$ cat config.mk
export PLATFORM = sky130hd
export DESIGN_NAME = pit_8254_host_if
export DESIGN_NICKNAME = d
export VERILOG_FILES = /design/src/rtl/pit_8254_host_if.sv
export SDC_FILE = /design/constraint.sdc
export NUM_CORES = 1
export LEC_CHECK = 0
export BUFFER_PORTS_ARGS = -buffer_cell sky130_fd_sc_hd__buf_2
export CAP_MARGIN = 20
export CORE_ASPECT_RATIO = 0.6
export CORE_UTILIZATION = 50
export CTS_CLUSTER_SIZE = 14
export DETAILED_ROUTE_END_ITERATION = 16
export MAX_ROUTING_LAYER = met4
export PLACE_DENSITY = 0.84
export SYNTH_ARGS = -nofsm -noshare
export SYNTH_HDL_FRONTEND = slang
export SYNTH_SLANG_ARGS = --single-unit
export TNS_END_PERCENT = 50
$ cat constraint.sdc
create_clock -name clk -period 2.7 [get_ports clk]
set_clock_uncertainty 0.05 [all_clocks]
set_input_delay 0.81 -clock clk [delete_from_list [all_inputs] [get_ports clk]]
set_output_delay 0.81 -clock clk [all_outputs]
set_load 0.03 [all_outputs]
$ cat src/rtl/pit_8254_host_if.sv
// pit_8254_host_if
//   CPU-side I/O front end for a three-channel 8254 timer. Decodes 8-bit
//   I/O requests (offsets 0..2 = counter data, 3 = control word) into
//   one-cycle per-counter command strobes. Read-back commands are also
//   decoded here. Read data is returned on a separate valid/ready channel.
//
// Ports
//   clk, reset            system clock, asynchronous active-high reset
//   io_req_*              request channel (valid/ready, wr, addr[1:0], wdata[7:0])
//   io_rsp_*              read response channel (valid/ready, rdata[7:0])
//   cnt_data_in[7:0]      shared write/control data bus to all counters
//   cnt_set_control_mode, cnt_latch_count, cnt_latch_status,
//   cnt_write, cnt_read   3-bit one-cycle strobes, bit i -> counter i
//   cnt_data_out[23:0]    counter i read data on [8i+7:8i]
module pit_8254_host_if #(
    parameter logic [7:0] CTRL_READ_VALUE = 8'hFF
) (
    input  logic        clk,
    input  logic        reset,
    input  logic        io_req_valid,
    output logic        io_req_ready,
    input  logic        io_req_wr,
    input  logic [1:0]  io_req_addr,
    input  logic [7:0]  io_req_wdata,
    output logic        io_rsp_valid,
    input  logic        io_rsp_ready,
    output logic [7:0]  io_rsp_rdata,
    output logic [7:0]  cnt_data_in,
    output logic [2:0]  cnt_set_control_mode,
    output logic [2:0]  cnt_latch_count,
    output logic [2:0]  cnt_latch_status,
    output logic [2:0]  cnt_write,
    output logic [2:0]  cnt_read,
    input  logic [23:0] cnt_data_out
);

    typedef enum logic [1:0] {IDLE, CAPTURE, RESP} state_t;

    state_t     state;
    logic [1:0] rd_addr;
    logic       accept;

    assign accept = io_req_valid & io_req_ready;

    always_ff @(posedge clk or posedge reset) begin
        if (reset) begin
            state                <= IDLE;
            rd_addr              <= 2'd0;
            // ready comes up on the first clock after reset release
            io_req_ready         <= 1'b0;
            io_rsp_valid         <= 1'b0;
            io_rsp_rdata         <= 8'h00;
            cnt_data_in          <= 8'h00;
            cnt_set_control_mode <= 3'b000;
            cnt_latch_count      <= 3'b000;
            cnt_latch_status     <= 3'b000;
            cnt_write            <= 3'b000;
            cnt_read             <= 3'b000;
        end else begin
            // strobes are single-cycle pulses unless re-armed below
            cnt_set_control_mode <= 3'b000;
            cnt_latch_count      <= 3'b000;
            cnt_latch_status     <= 3'b000;
            cnt_write            <= 3'b000;
            cnt_read             <= 3'b000;

            case (state)
                IDLE: begin
                    io_req_ready <= 1'b1;
                    if (accept) begin
                        if (io_req_wr) begin
                            // counters decode mode/rw/bcd from this bus too
                            cnt_data_in <= io_req_wdata;
                            if (io_req_addr != 2'd3) begin
                                cnt_write[io_req_addr] <= 1'b1;
                            end else if (io_req_wdata[7:6] != 2'd3) begin
                                if (io_req_wdata[5:4] == 2'd0)
                                    cnt_latch_count[io_req_wdata[7:6]] <= 1'b1;
                                else
                                    cnt_set_control_mode[io_req_wdata[7:6]] <= 1'b1;
                            end else begin
                                // read-back: d[5]/d[4] are active-low
                                // count/status enables, d[3:1] select counters
                                for (int i = 0; i < 3; i++) begin
                                    cnt_latch_count[i]  <= ~io_req_wdata[5] & io_req_wdata[i+1];
                                    cnt_latch_status[i] <= ~io_req_wdata[4] & io_req_wdata[i+1];
                                end
                            end
                        end else begin
                            rd_addr      <= io_req_addr;
                            io_req_ready <= 1'b0;
                            state        <= CAPTURE;
                            if (io_req_addr != 2'd3)
                                cnt_read[io_req_addr] <= 1'b1;
                        end
                    end
                end

                CAPTURE: begin
                    // sample during the read-strobe cycle, before the counter
                    // advances its byte pointer / latch on this edge
                    if (rd_addr == 2'd3)
                        io_rsp_rdata <= CTRL_READ_VALUE;
                    else
                        io_rsp_rdata <= cnt_data_out[{rd_addr, 3'b000} +: 8];
                    io_rsp_valid <= 1'b1;
                    state        <= RESP;
                end

                RESP: begin
                    if (io_rsp_ready) begin
                        io_rsp_valid <= 1'b0;
                        io_req_ready <= 1'b1;
                        state        <= IDLE;
                    end
                end

                default: begin
                    state        <= IDLE;
                    io_req_ready <= 1'b1;
                    io_rsp_valid <= 1'b0;
                end
            endcase
        end
    end

endmodule
==> results of run 1 <==
## worst reg2reg max path, delay by kind of cell, from the launching register on
family,cells,cell delay (ns)
and+or+nand+nor,2,0.60
DFF,1,0.42
muxes,1,0.36
## power by group through the flow
| stage | Combinational, mW | Clock (mW) | Sequential, mW |
|---|---|---|---|
| 2_1_floorplan | 0.317 | 0 | 1.02 |
| 3_3_place_gp | 0.711 | 0 | 0.803 |
| 4_1_cts | 0.738 | 0.375 | 0.806 |
| 6_report | 0.735 | 0.374 | 0.808 |
| 3_5_place_dp | 0.736 | 0 | 0.816 |
| 5_1_grt | 0.783 | 0.401 | 0.824 |
## how the worst max path moves through the flow
| stage | slack, ns | depth (start not counted) | to |
|---|---|---|---|
| 6_report | 0.96 | 1 | cnt_data_in[0] |
| 5_1_grt | 0.93 | 1 | cnt_data_in[0] |
| 4_1_cts | 0.96 | 1 | cnt_data_in[0] |
| 3_5_place_dp | 0.71 | 4 | cnt_data_in[1] |
| 3_3_place_gp | 0.74 | 4 | cnt_data_in[1] |
| 2_1_floorplan | 0.94 | 4 | cnt_data_in[0] |
## synthesized netlist by cell type
library cell   n  area share (%)
nand2_1        9             2.1
nand2b_1       5             1.9
and4bb_2       1            0.78
mux2_4         9             8.4
inv_1          4            0.93
o21a_1         2            0.93
o21ai_1        1            0.31
nor4b_2        6             5.6
a21oi_1        2            0.62
nor4_1         2            0.78
nor3_1         4             1.2
buf_2          3            0.93
buf_1          2            0.47
o21ai_0        8             2.5
mux2_2         9             6.3
nand2_2        1            0.39
nand4_4        1             1.3
dfrtp_1       37              57
nor2_1         8             1.9
a21boi_0       1            0.47
clkbuf_1       3            0.70
o22ai_1        8             3.1
a31oi_1        1            0.39
buf_6          1            0.70
## area by class of cell
type / instances / area [um2] / share of cell area, %
multi-input combinational: 78 / 628.1 / 30.37
clock buffer: 7 / 76.32 / 3.690
timing repair buffer: 72 / 362.8 / 17.54
tap: 42 / 52.55 / 2.541
sequential: 37 / 925.9 / 44.77
clock inverter: 1 / 7.507 / 0.3630
inverter: 4 / 15.01 / 0.7260
## per-layer routing
metal	vias to the layer above	wire [um]	track usage, %
li1	592	-	-
met2	49	1906	41.61
met3	11	235	6.195
met4	0	102	10.37
met5	-	0	-
met1	618	1646	31.52
## registers in the layout (all words and copies together), names as in the netlist
register and count:
io_req_ready 1, io_rsp_rdata 8, rd_addr 2, cnt_data_in 8
cnt_latch_status 3, cnt_read 3, cnt_write 3, io_rsp_valid 1
state 2, cnt_set_control_mode 3, cnt_latch_count 3
## logic make-up (layout without fill, tap and decap cells)
family | Yosys count | after routing | synth area share (%)
simple gates | 37 | 37 | 15.97
compound gates | 23 | 23 | 8.295
buf+inv | 13 | 84 | 3.720
flops | 37 | 37 | 57.36
mux | 18 | 18 | 14.65
## layout by cell type (no fill, tap or decap), types with 5 or more instances in the layout
cell,count
mux2_2,9
nor4b_2,6
dfrtp_1,37
nand2b_1,5
o21ai_0,8
nand2_1,9
nor2_1,8
buf_2,71
o22ai_1,8
mux2_4,9
clkbuf_8,5
==> impl_results.md, run 1 <==
* Area grow syn2layout at 28.14%
* DRC at 0
* Warnings, synthesis at 0
* Share of layout cells above drive strength 1 at 52.76%
* Total grt overflow at 0
* Sequential share of the synthesized area at 57.36%
* Register share of total power at 42.2%
* Mapped Nets at 167
* H-tree depth at 2
* Num rows at 15
* Slowest CP cell: dfrtp_1
* Max Freq at 574.4 MHz
* P per Cell Area at 926.8 nW/um2
* Vias per cell at 5.270
* Maxcap violations at 0
* Number of I/O pins at 72
* Dpl cells at 233
* Net switching power at 0.7561 mW
* ANT cells at 0
* Period minus WS final at 1.741 ns
* Global-route wire length before repair at 5982 um
* Worst path max stage delay at 0.38 ns
* Worst IR drop on VDD at 633.3 uV
* Pleak at 1.070 nW
* Drt pass-1 iters at 5
* Hold Path Depth at 2
* Status: completed
* Setup-failing EPs final at 0
* Worst r2r path cells at 3
* R2r setup slk at 1.16 ns
* Critical path peak fanout at 2
* Starting density of the core at 54.43%
* CP startpoint: cnt_data_in[0]
* Clock power frac at 19.5%
* Worst Path Arrival at 0.88 ns
* Cells after Synth at 128
* Slew margin rel. at 60.65%
* Final non-filler cell total at 241
* Cell Area, Placed at 1984 um2
* Die width at 75.35 um
* Worst Path Buf+Inv at 1
* Drt wl/cell at 16.15 um
* Routed Antenna Nets at 0
* Worst Hold End: io_rsp_rdata[7]
* Die ar. at 3467 um2
* Internal power contribution at 1.161 mW
* Worst-path cell chain: buf_2
* Worst setup margin at 0.9592 ns
* Power consumption at 1.917 mW
* Switch share at 39.45%
* RR Endpoint: rd_addr[1]
* Final core occ at 69.75%
* Setup WS pre-CTS at 0.7106 ns
* Final hold slack at 0.4381 ns
* Antenna violations before repair at 0
* Actual slew at the worst max-slew pin at 0.5903 ns
* Register bit count reported by yosys at 37
* Pin count of the biggest net entering global routing at 38
* Nets at 237
* Worst hold path startpoint: io_rsp_rdata[7]
* Comb pwr share at 38.3%
* DR vias at 1270
* Kind of critical path: flip-flop to output port
* TritonCTS clock tree: done
* Nature of the critical path endpoint: output port
* Critical path data required time at 1.84 ns
* Worst reg2reg path startpoint: state[0]
* First DRT Iteration DRCs at 81
* # fillers at 238
* Top delay family on crit path: flip-flops
* Hpwl dp at 2916 um
* Placer Congestion at 0.7456
* Max Slew Vio Count at 0
* CTS root buf: clkbuf_8
* PostCTS Resize Cnt at 0
* Clock transition at path regs at 0.07 ns
* I/O Buffers at 71
* Die height at 46.01 um
* Routed WL at 3891 um
* GRT Overall Usage at 25.71%
* Vias in the first global route at 1214
* Worst Hold Class: flip-flop to flip-flop
* Mapped cell area at 1614 um2
* Clock sinks at 37
* Crit path launch type: flip-flop
* Post-Syn Area per Cell at 12.61 um2
* Area of the core at 2965 um2
* Count of different cell masters after synthesis at 24
* Setup TNS Final at 0 ns
* Final instance area at 2068 um2
* Total clock buffers created by CTS at 5
* Hold Buf Count CTS at 0
* RSZ-0062 raised after global routing: no
* Post-CTS setup buffers at 0
* Worst-skew pair later-pin latency at 0.29 ns
* Final Hold Viols at 0
* Final period util at 64.48%
* Clock buffer depth at 2
Power figures use the tool's default switching activity.
==> inputs of run 2 (changes only) <==
--- a/config.mk
+++ b/config.mk
@@ -8,11 +8,11 @@
 export BUFFER_PORTS_ARGS = -buffer_cell sky130_fd_sc_hd__buf_2
 export CAP_MARGIN = 20
 export CORE_ASPECT_RATIO = 0.6
-export CORE_UTILIZATION = 50
+export CORE_UTILIZATION = 46
 export CTS_CLUSTER_SIZE = 14
 export DETAILED_ROUTE_END_ITERATION = 16
 export MAX_ROUTING_LAYER = met4
-export PLACE_DENSITY = 0.84
+export PLACE_DENSITY = 0.78
 export SYNTH_ARGS = -nofsm -noshare
 export SYNTH_HDL_FRONTEND = slang
 export SYNTH_SLANG_ARGS = --single-unit
==> constraint.sdc (replaced) <==
create_clock -name clk -period 1.8 [get_ports clk]
set_clock_uncertainty 0.05 [all_clocks]
set_input_delay 0.54 -clock clk [delete_from_list [all_inputs] [get_ports clk]]
set_output_delay 0.54 -clock clk [all_outputs]
set_load 0.03 [all_outputs]
==> impl_results.md, run 2 (same netlist as run 1, synthesis figures left out) <==
* Status: completed
* DRC at 0 (unchanged)
* Placer Congestion at 0.7257 (-2.7%)
* GRT Overall Usage at 22.97% (-2.7 points)
* Hpwl dp at 2792 um (-4.3%)
* PostCTS Resize Cnt at 0 (unchanged)
* Setup-failing EPs final at 0 (unchanged)
* Worst IR drop on VDD at 741.2 uV (+17%)
* Nature of the critical path endpoint: flip-flop
* Area grow syn2layout at 30.39%
* Final period util at 86.82%
* Pin count of the biggest net entering global routing at 38 (unchanged)
* Final core occ at 63.71% (-6.0 points)
* Total grt overflow at 0 (unchanged)
* Worst reg2reg path startpoint: state[0]
* Maxcap violations at 0 (unchanged)
* Clock transition at path regs at 0.07 ns (about the same)
* Post-CTS setup buffers at 0 (unchanged)
* Starting density of the core at 48.86% (-5.6 points)
* I/O Buffers at 71 (unchanged)
* Routed Antenna Nets at 0 (unchanged)
* Kind of critical path: flip-flop to flip-flop
* Num rows at 16 (+1)
* Leading cell type in the layout, fill and taps excluded: buf_2
* Antenna violations before repair at 0 (unchanged)
* Die width at 78.47 um (+4.1%)
* Worst path max stage delay at 0.42 ns (+0.04 ns)
* Crit path launch type: flip-flop
* Total clock buffers created by CTS at 5 (unchanged)
* Vias per cell at 5.106 (-3.1%)
* Clock buffer depth at 2 (unchanged)
* Hold Buf Count CTS at 0 (unchanged)
* First DRT Iteration DRCs at 51 (-37%)
* ANT cells at 0 (unchanged)
* Dpl cells at 238 (+2.1%)
* Max Slew Vio Count at 0 (unchanged)
* Setup TNS Final at 0 ns (unchanged)
* Worst-path cell chain: and4bb_2 -> nand2_2 -> mux2_4
* Commonest non-fill, non-tap cells in the layout: buf_2 (71), dfrtp_1 (37), mux2_4 (9), mux2_2 (9), nand2_1 (9)
* Worst Path Arrival at 1.70 ns (+0.82 ns)
* Number of I/O pins at 72 (unchanged)
* Actual slew at the worst max-slew pin at 0.4511 ns (-0.1392 ns)
* Vias in the first global route at 1260 (+3.8%)
* Clock sinks at 37 (unchanged)
* Critical path peak fanout at 11 (+9)
* Slew margin rel. at 69.93% (+9.3 points)
* Slowest CP cell: dfrtp_1
* Drt pass-1 iters at 4 (-1)
* TritonCTS clock tree: done
* Max Freq at 639.9 MHz
* CTS root buf: clkbuf_8
* Nets at 239 (+0.84%)
* Drt wl/cell at 15.12 um (-6.4%)
* Global-route wire length before repair at 5927 um (-0.92%)
* RSZ-0062 raised after global routing: no
* Routed WL at 3719 um (-4.4%)
* Share of layout cells above drive strength 1 at 54.23% (+1.5 points)
* Period minus WS final at 1.563 ns
* Die height at 47.89 um (+4.1%)
* Critical path data required time at 1.93 ns (+0.09 ns)
* Final Hold Viols at 0 (unchanged)
* CP startpoint: state[0]
* Biggest regs: cnt_data_in (8), io_rsp_rdata (8)
* Die ar. at 3758 um2 (+8.4%)
* Worst Path Buf+Inv at 0 (-1)
* DR vias at 1256 (-1.1%)
* Area of the core at 3303 um2 (+11%)
* Worst-skew pair later-pin latency at 0.29 ns (about the same)
* H-tree depth at 2 (unchanged)
* Pleak at 1.095 nW (+2.3%)
* Top delay family on crit path: simple AND/OR/NAND/NOR gates
* Worst Hold Class: primary input to asynchronous set/reset pin
* Final non-filler cell total at 246 (+2.1%)
* P per Cell Area at 1401 nW/um2 (+51%)
==> run 2: changes by cell type in the layout (fill, tap and decap cells not counted), sizes merged <==
cell	before	now
clkinvlp	1	0
buf	72	74
clkinv	0	1
==> run 2: worst paths after layout <==
kind | to | slack (ns) | cells past startpoint
worst max-delay path | cnt_data_in[5] | 0.24 | 3
worst min-delay path | cnt_data_in[6] | 0.29 | 3
worst max register to register | cnt_data_in[5] | 0.24 | 3
worst min register to register | io_rsp_rdata[7] | 0.43 | 2
max in group asynchronous | io_rsp_rdata[7] | 1.09 | 3
min in group clk | io_rsp_rdata[7] | 0.43 | 2
==> run 2: routing by layer <==
metal / up-vias / share of wire (%) / GRT usage [%]
met1: 618 / 42 / 25.33
met4: 0 / 1.6 / 8.889
li1: 591 / - / -
met2: 40 / 51 / 40.88
met3: 7 / 5.6 / 7.048
met5: - / 0 / -
==> run 2: layout make-up <==
| cell class | instances | area [um2] |
|---|---|---|
| clock buffer | 7 | 96.34 |
| clock inverter | 1 | 5.005 |
| fill | 256 | 1199 |
| inverter | 4 | 15.01 |
| multi-input combinational | 78 | 628.1 |
| sequential | 37 | 925.9 |
| tap | 45 | 56.30 |
| timing repair buffer | 74 | 377.9 |
==> run 2: through the flow <==
stage                     hold WS [ns]  setup WS, ns  power (mW)  cell area [um2]
after floorplan                 0.4561        0.2896       1.999             1614
after global placement          0.4085        0.1036       2.279             2003
after detailed placement        0.4162       0.08132       2.327             2003
after CTS                       0.3037        0.2365       2.969             2105
after global routing            0.3267        0.1639       3.110             2105
final                           0.2891        0.2372       2.947             2105
==> run 2: worst min-delay path: stages <==
cell and delay [ns]:
buf_2 0.10, inv_1 0.04, buf_4 0.39
==> run 2: where the power goes <==
part	internal (mW)	switching (mW)
combinational	0.435	0.671
clock	0.346	0.298
sequential	1.04	0.159
